===== src/rtl/priority_arbiter_4_rr_pkg.sv =====
// Shared definitions for the 4-requester arbiter: FSM encoding, requester count and ID width.
package arbiter_pkg;

    localparam int N_REQ = 4;
    localparam int ID_W  = 2;

    typedef enum logic {
        ST_IDLE  = 1'b0,
        ST_GRANT = 1'b1
    } state_t;

endpackage


===== src/rtl/priority_arbiter_4_rr_if.sv =====
// Request/grant bundle between the requesters (master) and the arbiter (slave).
interface priority_arbiter_4_rr_if;
    import arbiter_pkg::*;

    logic [N_REQ-1:0] i_req;
    logic             i_release;
    logic             i_rr_en;
    logic [N_REQ-1:0] o_gnt;
    logic [ID_W-1:0]  o_gnt_id;
    logic             o_gnt_valid;
    logic             o_timeout;

    modport master (
        output i_req, i_release, i_rr_en,
        input  o_gnt, o_gnt_id, o_gnt_valid, o_timeout
    );

    modport slave (
        input  i_req, i_release, i_rr_en,
        output o_gnt, o_gnt_id, o_gnt_valid, o_timeout
    );

endinterface


===== src/rtl/priority_arbiter_4_rr_pick.sv =====
// Combinational winner pick: searches base-1, base-2, base-3, base (mod 4); first set request wins.
module priority_pick_4
    import arbiter_pkg::*;
(
    input  logic [N_REQ-1:0] i_req,
    input  logic [ID_W-1:0]  i_base,
    output logic [ID_W-1:0]  o_id,
    output logic             o_valid
);

    logic [ID_W-1:0] w_idx;

    // Walk from lowest to highest priority so the last hit is the winner.
    // NOTE: every always_comb output gets a default first so no latch is inferred.
    always_comb begin
        o_id    = '0;
        o_valid = 1'b0;
        w_idx   = '0;
        for (int k = N_REQ; k >= 1; k--) begin
            w_idx = i_base - ID_W'(k);
            if (i_req[w_idx]) begin
                o_id    = w_idx;
                o_valid = 1'b1;
            end
        end
    end

endmodule


===== src/rtl/priority_arbiter_4_rr.sv =====
// Two-state arbiter with fixed or round-robin priority, a hold limit and a timeout pulse.
module priority_arbiter_4_rr
    import arbiter_pkg::*;
#(
    parameter int MAX_HOLD = 16
) (
    input  logic                      clk,
    input  logic                      rst,
    priority_arbiter_4_rr_if.slave    bus
);

    localparam int CW = $clog2(MAX_HOLD);

    state_t           r_state;
    logic [N_REQ-1:0] r_gnt;
    logic [ID_W-1:0]  r_gnt_id;
    logic             r_gnt_valid;
    logic             r_timeout;
    logic [CW-1:0]    r_hold_cnt;
    logic [ID_W-1:0]  r_last_id;

    logic [ID_W-1:0]  w_base;
    logic [ID_W-1:0]  w_win_id;
    logic             w_win_valid;
    logic             w_release;
    logic             w_drop;
    logic             w_limit;

    // Fixed priority is the round-robin search anchored at 0 (order 3,2,1,0).
    assign w_base = bus.i_rr_en ? r_last_id : '0;

    priority_pick_4 u_pick (
        .i_req   (bus.i_req),
        .i_base  (w_base),
        .o_id    (w_win_id),
        .o_valid (w_win_valid)
    );

    assign w_release = bus.i_release;
    assign w_drop    = ~bus.i_req[r_gnt_id];
    assign w_limit   = (r_hold_cnt == CW'(MAX_HOLD - 1));

    // NOTE: sequential state uses non-blocking assignments; reset is asynchronous.
    always_ff @(posedge clk or posedge rst) begin
        if (rst) begin
            r_state     <= ST_IDLE;
            r_gnt       <= '0;
            r_gnt_id    <= '0;
            r_gnt_valid <= 1'b0;
            r_timeout   <= 1'b0;
            r_hold_cnt  <= '0;
            r_last_id   <= '0;
        end else begin
            case (r_state)
                ST_IDLE: begin
                    r_timeout <= 1'b0;
                    if (w_win_valid) begin
                        r_state     <= ST_GRANT;
                        r_gnt       <= N_REQ'(1) << w_win_id;
                        r_gnt_id    <= w_win_id;
                        r_gnt_valid <= 1'b1;
                        r_hold_cnt  <= '0;
                        r_last_id   <= w_win_id;
                    end
                end
                ST_GRANT: begin
                    if (w_release || w_drop || w_limit) begin
                        r_state     <= ST_IDLE;
                        r_gnt       <= '0;
                        r_gnt_id    <= '0;
                        r_gnt_valid <= 1'b0;
                        r_hold_cnt  <= '0;
                        r_timeout   <= w_limit && !w_release && !w_drop;
                    end else begin
                        r_hold_cnt  <= r_hold_cnt + 1'b1;
                    end
                end
                default: r_state <= ST_IDLE;
            endcase
        end
    end

    assign bus.o_gnt       = r_gnt;
    assign bus.o_gnt_id    = r_gnt_id;
    assign bus.o_gnt_valid = r_gnt_valid;
    assign bus.o_timeout   = r_timeout;

endmodule


===== src/flat_wrapper.sv =====
// flat-port wrapper written by rule: the top's interface ports become plain ports
module priority_arbiter_4_rr_flat import arbiter_pkg::*;
#(
    parameter int MAX_HOLD = 16
)
  (clk, rst, bus_i_req, bus_i_release, bus_i_rr_en, bus_o_gnt, bus_o_gnt_id, bus_o_gnt_valid, bus_o_timeout);
  priority_arbiter_4_rr_if bus_i ();
  input  logic clk;
  input  logic rst;
  input wire logic [$bits(bus_i.i_req)-1:0] bus_i_req;
  input wire logic [$bits(bus_i.i_release)-1:0] bus_i_release;
  input wire logic [$bits(bus_i.i_rr_en)-1:0] bus_i_rr_en;
  output wire logic [$bits(bus_i.o_gnt)-1:0] bus_o_gnt;
  output wire logic [$bits(bus_i.o_gnt_id)-1:0] bus_o_gnt_id;
  output wire logic [$bits(bus_i.o_gnt_valid)-1:0] bus_o_gnt_valid;
  output wire logic [$bits(bus_i.o_timeout)-1:0] bus_o_timeout;
  assign bus_i.i_req = bus_i_req;
  assign bus_i.i_release = bus_i_release;
  assign bus_i.i_rr_en = bus_i_rr_en;
  assign bus_o_gnt = bus_i.o_gnt;
  assign bus_o_gnt_id = bus_i.o_gnt_id;
  assign bus_o_gnt_valid = bus_i.o_gnt_valid;
  assign bus_o_timeout = bus_i.o_timeout;
  priority_arbiter_4_rr #(.MAX_HOLD(MAX_HOLD)) u_core (.clk(clk), .rst(rst), .bus(bus_i));
endmodule

===== config.mk =====
export PLATFORM = sky130hd
export DESIGN_NAME = priority_arbiter_4_rr_flat
export DESIGN_NICKNAME = d
export VERILOG_FILES = /design/src/rtl/priority_arbiter_4_rr_pkg.sv /design/src/rtl/priority_arbiter_4_rr_if.sv /design/src/rtl/priority_arbiter_4_rr_pick.sv /design/src/rtl/priority_arbiter_4_rr.sv /design/src/flat_wrapper.sv
export SDC_FILE = /design/constraint.sdc
export NUM_CORES = 1
export LEC_CHECK = 0
export ABC_AREA = 1
export CAP_MARGIN = 15
export CORE_MARGIN = 2
export CORE_UTILIZATION = 40
export DETAILED_ROUTE_END_ITERATION = 16
export MAX_ROUTING_LAYER = met4
export SYNTH_ARGS = -nofsm -noshare
export SYNTH_HDL_FRONTEND = slang
export SYNTH_HIERARCHICAL = 1
export SYNTH_SLANG_ARGS = --single-unit

===== constraint.sdc =====
create_clock -name clk -period 5.3 [get_ports clk]
set_clock_uncertainty 0.2 [all_clocks]
set_input_delay 0.795 -clock clk [delete_from_list [all_inputs] [get_ports clk]]
set_output_delay 0.795 -clock clk [all_outputs]
set_load 0.05 [all_outputs]

**Word level (Yosys, flattened, before mapping)**

Index checks and enable logic that the tools add are counted.

- Add/sub/neg operators: 4
- $lt $le $gt $ge: 5
- Equality and inequality tests: 3
- Shift-type cells: 1
- Multiplexer cells: 36
- Bitwise operators: 2
- Reduce and logical (&&, ||, !) cells: 7

Operators by type and width:

| cell | count |
|---|---|
| 4-bit 2-to-1 mux | 4 |
| 4-bit case mux with 2 select lines | 2 |
| 2-bit by 3-bit less-than comparator with 1-bit output (second input constant) | 5 |
| 1-bit 2-to-1 mux | 14 |
| 2-bit 2-to-1 mux | 7 |
| 1-bit binary-select mux with 2-bit select | 5 |
| 1-bit case mux with 2 select lines | 3 |
| 4-bit by 1-bit adder with 4-bit output (second input constant) | 1 |
| 4-bit equality test (second input constant) | 1 |
| 2-bit inequality test (second input constant) | 2 |
| 2-bit case mux with 2 select lines | 1 |
| 2-bit AND reduction | 2 |
| 1-bit by 2-bit << shifter with 4-bit output (first input constant) | 1 |
| 2-bit subtractor (second input constant) | 2 |
| 1-bit logical AND | 2 |
| 1-bit logical OR | 2 |
| 1-bit NOT | 2 |
| 2-bit by 1-bit subtractor with 2-bit output (second input constant) | 1 |
| 1-bit zero test | 1 |

- Bits in registers: 15
- Input port bits: 8
- Output and inout bits: 8

**Longest topological paths before layout**

- Word-level depth: 10
- Depth in mapped cells: 15
- Depth with buffers taken out: 14

**By module**

Netlist, hierarchy kept.

By module, submodules not included:

| module | instances | cells each | area an instance (um2) | sequential area each (um2) |
|---|---|---|---|---|
| priority_arbiter_4_rr | 1 | 89 | 714.4 | 375.4 |
| priority_pick_4 | 1 | 49 | 224.0 | 0.0 |

**Worst setup path before layout**

OpenSTA, ideal clock, no wires.

- Path kind: in2reg
- Start: input bus_i_rr_en
- End: register u_core.r_gnt_id[0] (netlist: u_core/bus.o_gnt_id[0])
- Arrival time: 1.909 ns
- Data required time: 5.034 ns
- Path slack: 3.125 ns
- Stages on the path: 13
- Path through: nand2_1 -> inv_1 -> buf_6 -> inv_6 -> nand2_2 -> nand2_1 -> and2_4 -> nand2_1 -> nor2_1 -> inv_1 -> nand2_4 -> nand2_1 -> nand2_1

- Longest elaborated chain between the ends: 9

RTL lines:

| element | line | text |
|---|---|---|
| start, declared | flat_wrapper.sv:12 | `input wire logic [$bits(bus_i.i_rr_en)-1:0] bus_i_rr_en;` |
| 2-bit 2-to-1 mux (*) | priority_arbiter_4_rr.sv:30 | `assign w_base = bus.i_rr_en ? r_last_id : '0;` |
| named net u_core.w_base[0] | priority_arbiter_4_rr.sv:22 | `logic [ID_W-1:0] w_base;` |
| 2-bit subtractor / 1-bit binary-select mux with 2-bit select (equally long branches) | priority_arbiter_4_rr_pick.sv:20, priority_arbiter_4_rr_pick.sv:21 |  |
| 1-bit binary-select mux with 2-bit select / 1-bit 2-to-1 mux (equally long branches) | priority_arbiter_4_rr_pick.sv:21 | `if (i_req[w_idx]) begin` |
| 1-bit 2-to-1 mux (not written as such) | priority_arbiter_4_rr_pick.sv:21 |  |
| 1-bit 2-to-1 mux (2 in series) | priority_arbiter_4_rr_pick.sv:21 |  |
| 1-bit 2-to-1 mux (*) | priority_arbiter_4_rr_pick.sv:21 |  |
| named net u_core.w_win_valid | priority_arbiter_4_rr.sv:24 | `logic w_win_valid;` |
| 2-bit inequality test (no line) (*) | - |  |
| 2-bit AND reduction (no line) (*) | - |  |
| end signal, assigned | priority_arbiter_4_rr.sv:60 | `r_gnt_id <= w_win_id;` |
| end, declared | priority_arbiter_4_rr.sv:16 | `logic [ID_W-1:0] r_gnt_id;` |

Mark *: on every way through the listed nets, which the timed path passes. The rest lies on a longest branch. The select of a mux whose other input is x is not followed.
A chain may end at the register's enable or synchronous reset.

**Final worst setup path**

- Start: input bus_i_rr_en
- End: register u_core.r_last_id[1]

- Longest elaborated chain between the ends: 8

RTL lines:

| element | line | text |
|---|---|---|
| 2-bit 2-to-1 mux (*) | priority_arbiter_4_rr.sv:30 |  |
| named net u_core.w_base[0] | priority_arbiter_4_rr.sv:22 |  |
| 2-bit subtractor / 1-bit binary-select mux with 2-bit select (equally long branches) | priority_arbiter_4_rr_pick.sv:20, priority_arbiter_4_rr_pick.sv:21 |  |
| 1-bit binary-select mux with 2-bit select / 1-bit 2-to-1 mux (equally long branches) | priority_arbiter_4_rr_pick.sv:21 |  |
| 1-bit 2-to-1 mux (not written as such) | priority_arbiter_4_rr_pick.sv:21 |  |
| 1-bit 2-to-1 mux (2 in series) | priority_arbiter_4_rr_pick.sv:21 |  |
| 1-bit 2-to-1 mux (*) | priority_arbiter_4_rr_pick.sv:21 |  |
| named net u_core.w_win_valid | priority_arbiter_4_rr.sv:24 |  |
| 2-bit AND reduction (no line) (*) | - |  |
| end signal, assigned | priority_arbiter_4_rr.sv:63 | `r_last_id <= w_win_id;` |
| end, declared | priority_arbiter_4_rr.sv:20 | `logic [ID_W-1:0] r_last_id;` |

Marked as above.

==> impl_metrics.ini <==
[placed_design]
place_congestion = 0.8681
dp.final_hpwl_mm = 1.458
dp_cells = 180
numPortBuffers = 15

[power]
power_density_nw_per_um2 = 503.1
p_leak_nw = 0.6571
irDropWorstVdd_mv = 0.2951
power_w = 0.0005735

[sta]
setup_viol = 0
rsz0062_at_grt = no
fin_crit_ps = 2642
tightest_slew_ps = 563.0
slew_headroom = 0.6243
fin_crit_sh = 0.4985
fmax_mhz = 378.5
final-hold-violation-count = 0
finalSetupTns_ps = 0
slew_violations = 0

[drt]
drt-initial-drc-count = 25
num_vias = 842
drc_errors = 0
wire_per_inst_um = 9.940
detail-route-antenna-nets = 0
drt_wl_total_mm = 1.829
drt-pass1-iter-count = 4
vias_per_cell = 4.576

[layout]
area_delta_synth_final_pct = 21.47
final_cell_count_no_fill = 184
mostFrequentLayoutCells = nand2_1, inv_1, clkdlybuf4s50_1, dfrtp_1, nand3_1
layout_commonest_cell = nand2_1
drive_gt1_frac = 0.1090
diodes = 0
num-nets-final = 166

[floorplanning]
ios = 16
die_h_um = 52.44
core_um2 = 2212
die_area_um2 = 2749
die_w_um = 52.44
placementRows = 17
initial_utilization = 0.4242

[worst_setup_path]
reg2reg_to = u_core/r_last_id[1]
cp-end-kind = flop
crit_fanout = 8
crit_type = input port to flop
reg2regPathDepth = 12
start_kind = input port
cp.required_ps = 5270
cp.arrival_ps = 2610
r2r_start = u_core/r_last_id[0]
rrSetupSlack_ps = 3300

[status]
status = complete, no violations

[clock_network]
cts_hold_buf = 0
tritoncts = done
ctsRootBufferMaster = clkbuf_4
postCtsSetupBuffers = 0
cts_max_path_buffers = 2
cts_buffers = 3
clk_pin_slew_ps = 80
insertion_delay_ps = 290
postCtsResizedCells = 0
h-tree-depth = 1
clock_sinks = 15

[logic_synthesis]
syn-num-nets = 147
synth_seq_cells = 15
synth_area_leaders = dfrtp_1, nand2_1, inv_1, nand3_1, nand2_2
synthCells = 138
postSynthAreaPerCell_um2 = 6.800
synth_top_cell_by_area = dfrtp_1
syn-cell-area_um2 = 938.4
ys_warn_count = 6
netlist.area_leader.share = 0.4000
synth.distinct_cells = 20
seq_area_frac_synth = 0.4000

[flow_run]
max-cap-violations = 0

[grt]
grt_pass1_vias = 766
grt_max_degree = 16
grt-ovfl-total = 0
track_usage = 0.1643
grt_antenna_before_repair = 0
grt_pass1_wl_mm = 3.174

[min_path]
hold_path_startpoint = u_core/r_last_id[1]
hold_end = u_core/r_last_id[1]
whs_path_depth = 2
hold_path.class = flop to flop
sequential cells by signal, indices dropped and copies added (netlist names):
signal                  count
u_core/r_state              1
u_core/bus.o_gnt_id         2
u_core/bus.o_gnt            4
u_core/r_hold_cnt           4
u_core/r_last_id            2
u_core/bus.o_gnt_valid      1
u_core/bus.o_timeout        1
worst max path at each step:
stage,start,end,slack (ps),cells after the start
2_1_floorplan,bus_i_rr_en,u_core/bus.o_gnt_id[0],3130,13
3_3_place_gp,bus_i_rr_en,u_core/r_last_id[0],2430,13
3_5_place_dp,bus_i_rr_en,u_core/r_last_id[1],2370,13
4_1_cts,bus_i_rr_en,u_core/r_last_id[1],2660,13
5_1_grt,bus_i_rr_en,u_core/r_last_id[0],2480,13
6_report,bus_i_rr_en,u_core/r_last_id[1],2660,13
worst max-delay path, stage by stage:
cell             delay, ps
clkdlybuf4s50_1        470
nand2_1                 60
inv_1                  260
inv_6                   80
nand2_2                 70
nand2_1                 60
and2_4                 140
nand2_1                110
inv_1                   50
nor2_1                 230
inv_1                  140
nand2_1                 80
nand2_1                 50
cell type report:
| type | instances | area, um2 |
|---|---|---|
| timing repair buffer | 15 | 150.1 |
| fill | 237 | 1072 |
| clock buffer | 3 | 22.52 |
| sequential | 15 | 375.4 |
| clock inverter | 1 | 5.005 |
| multi-input combinational | 95 | 445.4 |
| tap | 28 | 35.03 |
| inverter | 27 | 106.4 |
power by group:
part	total [W]	internal [W]	switching, W	leakage, nW
sequential	0.000181	0.000152	0.0000290	0.196
combinational	0.000329	0.000105	0.000223	0.443
clock	0.0000638	0.0000280	0.0000358	0.0177
total	0.000573	0.000285	0.000288	0.657
layer usage:
layer	vias up	global-route usage	routed length, um
met4	0	0.05128	17
met5	-	-	0
met3	5	0.05143	107
met2	21	0.2417	813
li1	450	-	-
met1	366	0.2168	891
stage by stage:
stage          hold WS (ps)  worst slack, ps    util  cell area, um2
6_report              280.1             2658  0.5153            1140
5_1_grt               315.3             2479  0.5153            1140
4_1_cts               286.1             2662  0.5153            1140
3_5_place_dp          261.7             2371  0.5028            1112
3_3_place_gp          263.3             2425  0.5028            1112
2_1_floorplan         241.7             3125       -           938.4
kinds of logic after synthesis:
kind of cell / count (synthesis) / synth area share
AO/OA/AOI/OAI: 5 / 0.03066
XOR/XNOR: 2 / 0.01867
adder cells (fa/ha/maj): 1 / 0.01333
buffers and inverters: 28 / 0.1253
flip-flops: 15 / 0.4000
AND/OR/NAND/NOR: 87 / 0.4120
synth_stat cells:
cell / count
nor2_2: 1
nand4_1: 2
xor2_1: 1
nand3_4: 1
nand3_1: 11
o21ai_1: 3
xnor2_1: 1
nand2_4: 1
ha_1: 1
a21oi_1: 1
nand2_2: 5
inv_1: 24
inv_6: 1
dfrtp_1: 15
inv_2: 2
o21ai_2: 1
and2_4: 1
nor2_1: 3
buf_6: 1
nand2_1: 62
Note: power is estimated with default switching activity, not from simulation.
